`config.mk`:
```
export PLATFORM = sky130hd
export DESIGN_NAME = cim_accum
export DESIGN_NICKNAME = d
export VERILOG_FILES = /design/src/rtl/cim_pkg.sv /design/src/rtl/cim_fifo.sv /design/src/rtl/cim_accum.sv
export SDC_FILE = /design/constraint.sdc
export NUM_CORES = 2
export LEC_CHECK = 0
export CAP_MARGIN = 20
export CORE_AREA = 3 3 580 582
export CTS_CLUSTER_DIAMETER = 120
export DETAILED_ROUTE_END_ITERATION = 16
export DIE_AREA = 0 0 583 585
export GPL_TIMING_DRIVEN = 0
export PLACE_DENSITY = 0.58
export SETUP_SLACK_MARGIN = 0.2
export SLEW_MARGIN = 10
export SYNTH_ARGS = -nofsm -noshare
export SYNTH_HDL_FRONTEND = slang
export SYNTH_SLANG_ARGS = --single-unit
export TNS_END_PERCENT = 10
```
`constraint.sdc`:
```
create_clock -name clock -period 18.6 [get_ports clock]
set_input_delay 3.72 -clock clock [delete_from_list [all_inputs] [get_ports clock]]
set_output_delay 3.72 -clock clock [all_outputs]
set_load 0.01 [all_outputs]
```
`src/rtl/cim_pkg.sv`:
```
// Shared defaults and the queue-entry layout for the CIM tile accumulator.
// The FIFO stores entries packed as {tile, addr, first}, matching entry_t.
package cim_pkg;

  localparam int unsigned TILE_DEF   = 6;
  localparam int unsigned DATA_W_DEF = 12;
  localparam int unsigned LINE_W_DEF = 512;
  localparam int unsigned ADDR_W_DEF = 8;
  localparam int unsigned DEPTH_DEF  = 4;

  localparam int unsigned TILE_BITS_DEF = TILE_DEF * TILE_DEF * DATA_W_DEF;

  typedef struct packed {
    logic [TILE_BITS_DEF-1:0] tile;
    logic [ADDR_W_DEF-1:0]    addr;
    logic                     first;
  } entry_t;

endpackage

```
`src/rtl/cim_fifo.sv`:
```
// Synchronous FIFO with occupancy count; pushes are refused when full even if a
// pop happens in the same cycle, and the head is only visible after the push edge.
module cim_fifo #(
  parameter int unsigned WIDTH = 8,
  parameter int unsigned DEPTH = 4,
  localparam int unsigned PTR_W = $clog2(DEPTH),
  localparam int unsigned CNT_W = PTR_W + 1
) (
  input  logic             clock,
  input  logic             reset,
  input  logic             push_i,
  input  logic [WIDTH-1:0] push_data_i,
  input  logic             pop_i,
  output logic [WIDTH-1:0] head_o,
  output logic [CNT_W-1:0] count_o,
  output logic             full_o,
  output logic             empty_o
);

  logic [WIDTH-1:0] mem_q [DEPTH];
  logic [PTR_W-1:0] wr_ptr_q;
  logic [PTR_W-1:0] rd_ptr_q;
  logic [CNT_W-1:0] count_q;
  logic             push;
  logic             pop;

  assign full_o  = (count_q == CNT_W'(DEPTH));
  assign empty_o = (count_q == '0);
  assign push    = push_i && !full_o;
  assign pop     = pop_i && !empty_o;
  assign head_o  = mem_q[rd_ptr_q];
  assign count_o = count_q;

  // Pointers wrap naturally because DEPTH is a power of two.
  always_ff @(posedge clock) begin
    if (reset) begin
      wr_ptr_q <= '0;
      rd_ptr_q <= '0;
      count_q  <= '0;
    end else begin
      if (push) wr_ptr_q <= wr_ptr_q + PTR_W'(1);
      if (pop)  rd_ptr_q <= rd_ptr_q + PTR_W'(1);
      count_q <= count_q + CNT_W'(push) - CNT_W'(pop);
    end
  end

  always_ff @(posedge clock) begin
    if (push) mem_q[wr_ptr_q] <= push_data_i;
  end

endmodule

```
`src/rtl/cim_accum.sv`:
```
// Compute-in-memory tile accumulator: queues PE tiles, pairs each with a matching
// partial-sum line (unless first pass) and adds element-wise with optional saturation.
module cim_accum
  import cim_pkg::*;
#(
  parameter int unsigned TILE   = TILE_DEF,
  parameter int unsigned DATA_W = DATA_W_DEF,
  parameter int unsigned LINE_W = LINE_W_DEF,
  parameter int unsigned ADDR_W = ADDR_W_DEF,
  parameter int unsigned DEPTH  = DEPTH_DEF
) (
  input  logic                       clock,
  input  logic                       reset,
  input  logic [TILE*TILE*DATA_W-1:0] pe_tile_i,
  input  logic [ADDR_W-1:0]          pe_addr_i,
  input  logic                       pe_first_i,
  input  logic                       pe_valid_i,
  output logic                       pe_ready_o,
  input  logic [LINE_W-1:0]          mem_data_i,
  input  logic [ADDR_W-1:0]          mem_addr_i,
  input  logic                       mem_valid_i,
  output logic                       mem_ready_o,
  input  logic                       sat_en_i,
  output logic [LINE_W-1:0]          result_o,
  output logic [ADDR_W-1:0]          result_addr_o,
  output logic                       result_valid_o,
  input  logic                       result_ready_i,
  output logic                       mismatch_o,
  output logic [$clog2(DEPTH):0]     count_o
);

  localparam int unsigned TILE_BITS = TILE * TILE * DATA_W;
  localparam int unsigned ENTRY_W   = TILE_BITS + ADDR_W + 1;
  localparam int unsigned CNT_W     = $clog2(DEPTH) + 1;

  logic [ENTRY_W-1:0]   head;
  logic [TILE_BITS-1:0] head_tile;
  logic [ADDR_W-1:0]    head_addr;
  logic                 head_first;
  logic                 fifo_full;
  logic                 fifo_empty;
  logic [CNT_W-1:0]     fifo_count;

  logic                 free;
  logic                 mem_fire;
  logic                 addr_match;
  logic                 pop;

  logic [TILE_BITS-1:0] sum_tile;
  logic [DATA_W-1:0]    elem_a;
  logic [DATA_W-1:0]    elem_b;
  logic [DATA_W:0]      elem_sum;
  logic [DATA_W-1:0]    elem_res;
  logic [LINE_W-1:0]    result_d;

  logic [LINE_W-1:0]    result_q;
  logic [ADDR_W-1:0]    result_addr_q;
  logic                 result_valid_q;
  logic                 mismatch_q;

  assign {head_tile, head_addr, head_first} = head;

  cim_fifo #(
    .WIDTH (ENTRY_W),
    .DEPTH (DEPTH)
  ) u_fifo (
    .clock       (clock),
    .reset       (reset),
    .push_i      (pe_valid_i && pe_ready_o),
    .push_data_i ({pe_tile_i, pe_addr_i, pe_first_i}),
    .pop_i       (pop),
    .head_o      (head),
    .count_o     (fifo_count),
    .full_o      (fifo_full),
    .empty_o     (fifo_empty)
  );

  assign free        = !result_valid_q || result_ready_i;
  assign pe_ready_o  = !reset && !fifo_full;
  assign mem_ready_o = !reset && !fifo_empty && !head_first && free;
  assign mem_fire    = mem_valid_i && mem_ready_o;
  assign addr_match  = (mem_addr_i == head_addr);
  assign pop         = !reset && !fifo_empty && free && (head_first || (mem_fire && addr_match));

  // Sign-extend by one bit; overflow shows as disagreement of the top two sum bits.
  always_comb begin
    sum_tile = '0;
    elem_a   = '0;
    elem_b   = '0;
    elem_sum = '0;
    elem_res = '0;
    for (int e = 0; e < TILE * TILE; e++) begin
      elem_a   = head_tile[e*DATA_W +: DATA_W];
      elem_b   = mem_data_i[e*DATA_W +: DATA_W];
      elem_sum = {elem_a[DATA_W-1], elem_a} + {elem_b[DATA_W-1], elem_b};
      if (sat_en_i && (elem_sum[DATA_W] ^ elem_sum[DATA_W-1])) begin
        elem_res = elem_sum[DATA_W] ? {1'b1, {(DATA_W-1){1'b0}}} : {1'b0, {(DATA_W-1){1'b1}}};
      end else begin
        elem_res = elem_sum[DATA_W-1:0];
      end
      sum_tile[e*DATA_W +: DATA_W] = elem_res;
    end
  end

  always_comb begin
    result_d = '0;
    result_d[TILE_BITS-1:0] = head_first ? head_tile : sum_tile;
  end

  always_ff @(posedge clock) begin
    if (reset) begin
      result_q       <= '0;
      result_addr_q  <= '0;
      result_valid_q <= 1'b0;
      mismatch_q     <= 1'b0;
    end else begin
      mismatch_q <= mem_fire && !addr_match;
      if (pop) begin
        result_q       <= result_d;
        result_addr_q  <= head_addr;
        result_valid_q <= 1'b1;
      end else if (result_ready_i) begin
        result_valid_q <= 1'b0;
      end
    end
  end

  if (LINE_W > TILE_BITS) begin : g_pad
    logic unused_mem_bits;
    assign unused_mem_bits = ^mem_data_i[LINE_W-1:TILE_BITS];
  end

  assign result_o       = result_q;
  assign result_addr_o  = result_addr_q;
  assign result_valid_o = result_valid_q;
  assign mismatch_o     = mismatch_q;
  assign count_o        = fifo_count;

endmodule
```
==> results.yml <==
floorplanning:
  dieArea_um2: 341000
  die_height_um: 585
  die_w_um: 583
  num_io_pins: 1494
  coreArea_um2: 331000
  rows: 211
  start_util: 0.311
cells_and_area:
  final_cell_mix: "edfxtp_1, clkdlybuf4s50_1, nand2_1"
  layoutNonFillerInstCount: 14000
  syn_to_final_growth_pct: 29.3
  layout_commonest_cell: "edfxtp_1"
  drive_gt1_frac: 0.127
  layout.nets: 10700
cts:
  h-tree-depth: 5
  cts_setup_buffers: 0
  insertion_delay_ps: 900
  clk_path_buf_depth: 4
  numClockSinks: 2215
  cts_resized: 0
  path_clk_slew_ps: 60
  tritoncts: "yes"
  hold_buffers: 0
  cts_buffers: 265
  cts-root-buf: "clkbuf_16"
critical_path:
  r2r_setup_slack_ps: 11910
  rr_worst_depth: 14
  rr_endpoint: "result_o[146]"
  path_max_fanout: 3
  critPathMaxStageDelay_ps: 740
  required_ps: 14880
  start_kind: "input port"
  worstSetupPathType: "input port to output pin"
  cp_common_cell: "clkdlybuf4s50_1"
  critical_path_arrival_ps: 5850
  path_cells: "clkdlybuf4s50_1, nor2b_1, or3_1, nor2_1, clkdlybuf4s50_1"
  critPathSlowestCell: "nor2b_1"
  end_kind: "output pin"
global_routing:
  grt_max_degree: 47
  grt_pass1_wl_um: 605000
  track_usage: 0.254
  grt_pass1_vias: 74000
  antenna_found_initial: 266
  overflow: 0
timing:
  final-hold-violation-count: 0
  fin_worst_skew_ps: 47.0
  setup_viol: 0
  min_period_ps: 9570
  maxSlewHeadroom: 0.207
  whs_ps: 455
  post-route-period-util: 0.514
  max_freq_mhz: 105
  rsz0062_at_grt: "false"
  fin_ws_ps: 9030
  worstMarginPinSlew_ps: 1190
  slew_viol_final: 0
  tns_ps: 0
synth:
  synthFlopType: "edfxtp_1"
  synth_area_um2: 103000
  avgSynthCellArea_um2: 13.8
  synth_edf_count: 1764
  yosysUniqueCellTypes: 70
  syn_inst: 7467
  ys_seq_area_frac: 0.602
  synth_warnings: 0
  ys_async_sr_fraction: 0
  synth_seq_cells: 2215
route:
  num_vias: 75700
  first_pass_iters: 6
  wl_per_cell_um: 32.2
  ant_nets: 0
  drt_iter0_drc: 7090
  wirelength_um: 450000
  vias_per_cell: 5.43
  drc: 0
placed_design:
  dp_hpwl_um: 351000
  gp_congestion: 0.927
  pre_cts_ws_ps: 9030
  port_buffers: 1332
  placedCellCount: 13300
power:
  p_leak_nw: 45.7
  ir_worst_vdd_mv: 0.0839
  power_density_nw_per_um2: 126
  power_mw: 16.8
worst_hold_path:
  min_path_type: "register to register"
  min_delay_worst_endpoint: "result_o[46]"
  worstHoldPathCells: 2
  hp-start: "result_o[46]"
run_status:
  status: "finished clean"
run:
  max_cap_violations: 0
## sequential cells by signal, indices dropped and copies added (netlist names), named ones only
name,cells
u_fifo.mem_q,1764
result_addr_o,8
result_valid_o,1
u_fifo.wr_ptr_q,2
result_o,432
u_fifo.rd_ptr_q,2
u_fifo.count_o,3
mismatch_o,1
## logic make-up (layout without fill, tap and decap cells)
group                      Yosys count  count (layout)  synth area share
and+or+nand+nor                   1636            1636            0.0707
muxes                              496             496             0.102
adders and majority gates          475             475            0.0604
buffers and inverters              479            2378            0.0215
xor gates and xnor gates           355             355            0.0302
AOI/OAI and AO/OA                 1810            1810             0.114
other                                1             219         0.0000364
DFF                               2215            2215             0.602
## power by group
part           internal (mW)  switching, mW
clock                   3.07           2.18
sequential              5.82          0.282
combinational           2.21           3.19
## worst max-delay path: cells and delay by family
family | cells | cell delay (ps)
simple gates | 3 | 1110
buf+inv | 2 | 1010
## stage by stage
step | cell area, µm² | utilization
after CTS | 133000 | 0.402
after detailed placement | 124000 | 0.375
after global routing | 133000 | 0.402
after floorplan | 103000 | -
final | 133000 | 0.403
after global placement | 122000 | 0.369
## cell usage after synthesis (36+ instances only)
| master | count | area [µm²] |
|---|---|---|
| nand2b_1 | 59 | 369 |
| dfxtp_1 | 451 | 9030 |
| mux2i_1 | 36 | 360 |
| and3_1 | 53 | 332 |
| mux4_2 | 440 | 9910 |
| clkbuf_1 | 226 | 848 |
| inv_1 | 72 | 270 |
| a211oi_1 | 108 | 811 |
| o31ai_1 | 88 | 661 |
| fa_1 | 37 | 741 |
| nand3_1 | 106 | 531 |
| a2111oi_0 | 48 | 420 |
| a21oi_1 | 403 | 2020 |
| nand4_1 | 39 | 244 |
| xnor2_1 | 199 | 1740 |
| nor2b_1 | 46 | 288 |
| nand2_1 | 778 | 2920 |
| ha_1 | 438 | 5480 |
| buf_4 | 84 | 631 |
| o21ai_0 | 522 | 2610 |
| o211a_1 | 46 | 460 |
| o211ai_1 | 44 | 330 |
| o21bai_1 | 83 | 623 |
| buf_2 | 67 | 335 |
| nor3_1 | 111 | 556 |
| a21o_1 | 120 | 901 |
| nor2_1 | 312 | 1170 |
| edfxtp_1 | 1764 | 53000 |
| a221oi_1 | 133 | 1160 |
| xor2_1 | 156 | 1370 |
## cell type report
cell class	instances	area (µm²)
Inverter	74	280
Tap cell	4366	5460
Antenna cell	139	348
Fill cell	30900	198000
Clock buffer	357	7370
Multi-Input combinational cell	4852	39100
Timing Repair Buffer	1414	15300
Buffer	405	2010
Sequential cell	2215	62000
Clock inverter	128	1350
## metal layers
metal  part of all wire  track usage  up-vias
li1                   -            -    32900
met1               0.40        0.319    38400
met2               0.46        0.401     3551
met3              0.092       0.0765      887
met4              0.051        0.120       82
met5             0.0012            0        -
## worst max-delay path by stage
stage | startpoint | to | slack, ps | depth (start not counted)
2_1_floorplan | reset | u_fifo.mem_q[0][0] | 3350 | 3
3_3_place_gp | reset | u_fifo.mem_q[0][199] | -8530 | 4
3_5_place_dp | result_ready_i | mem_ready_o | 9030 | 5
4_1_cts | result_ready_i | mem_ready_o | 9030 | 5
5_1_grt | result_ready_i | mem_ready_o | 9010 | 5
6_report | result_ready_i | mem_ready_o | 9030 | 5
Power figures use the tool's default switching activity.
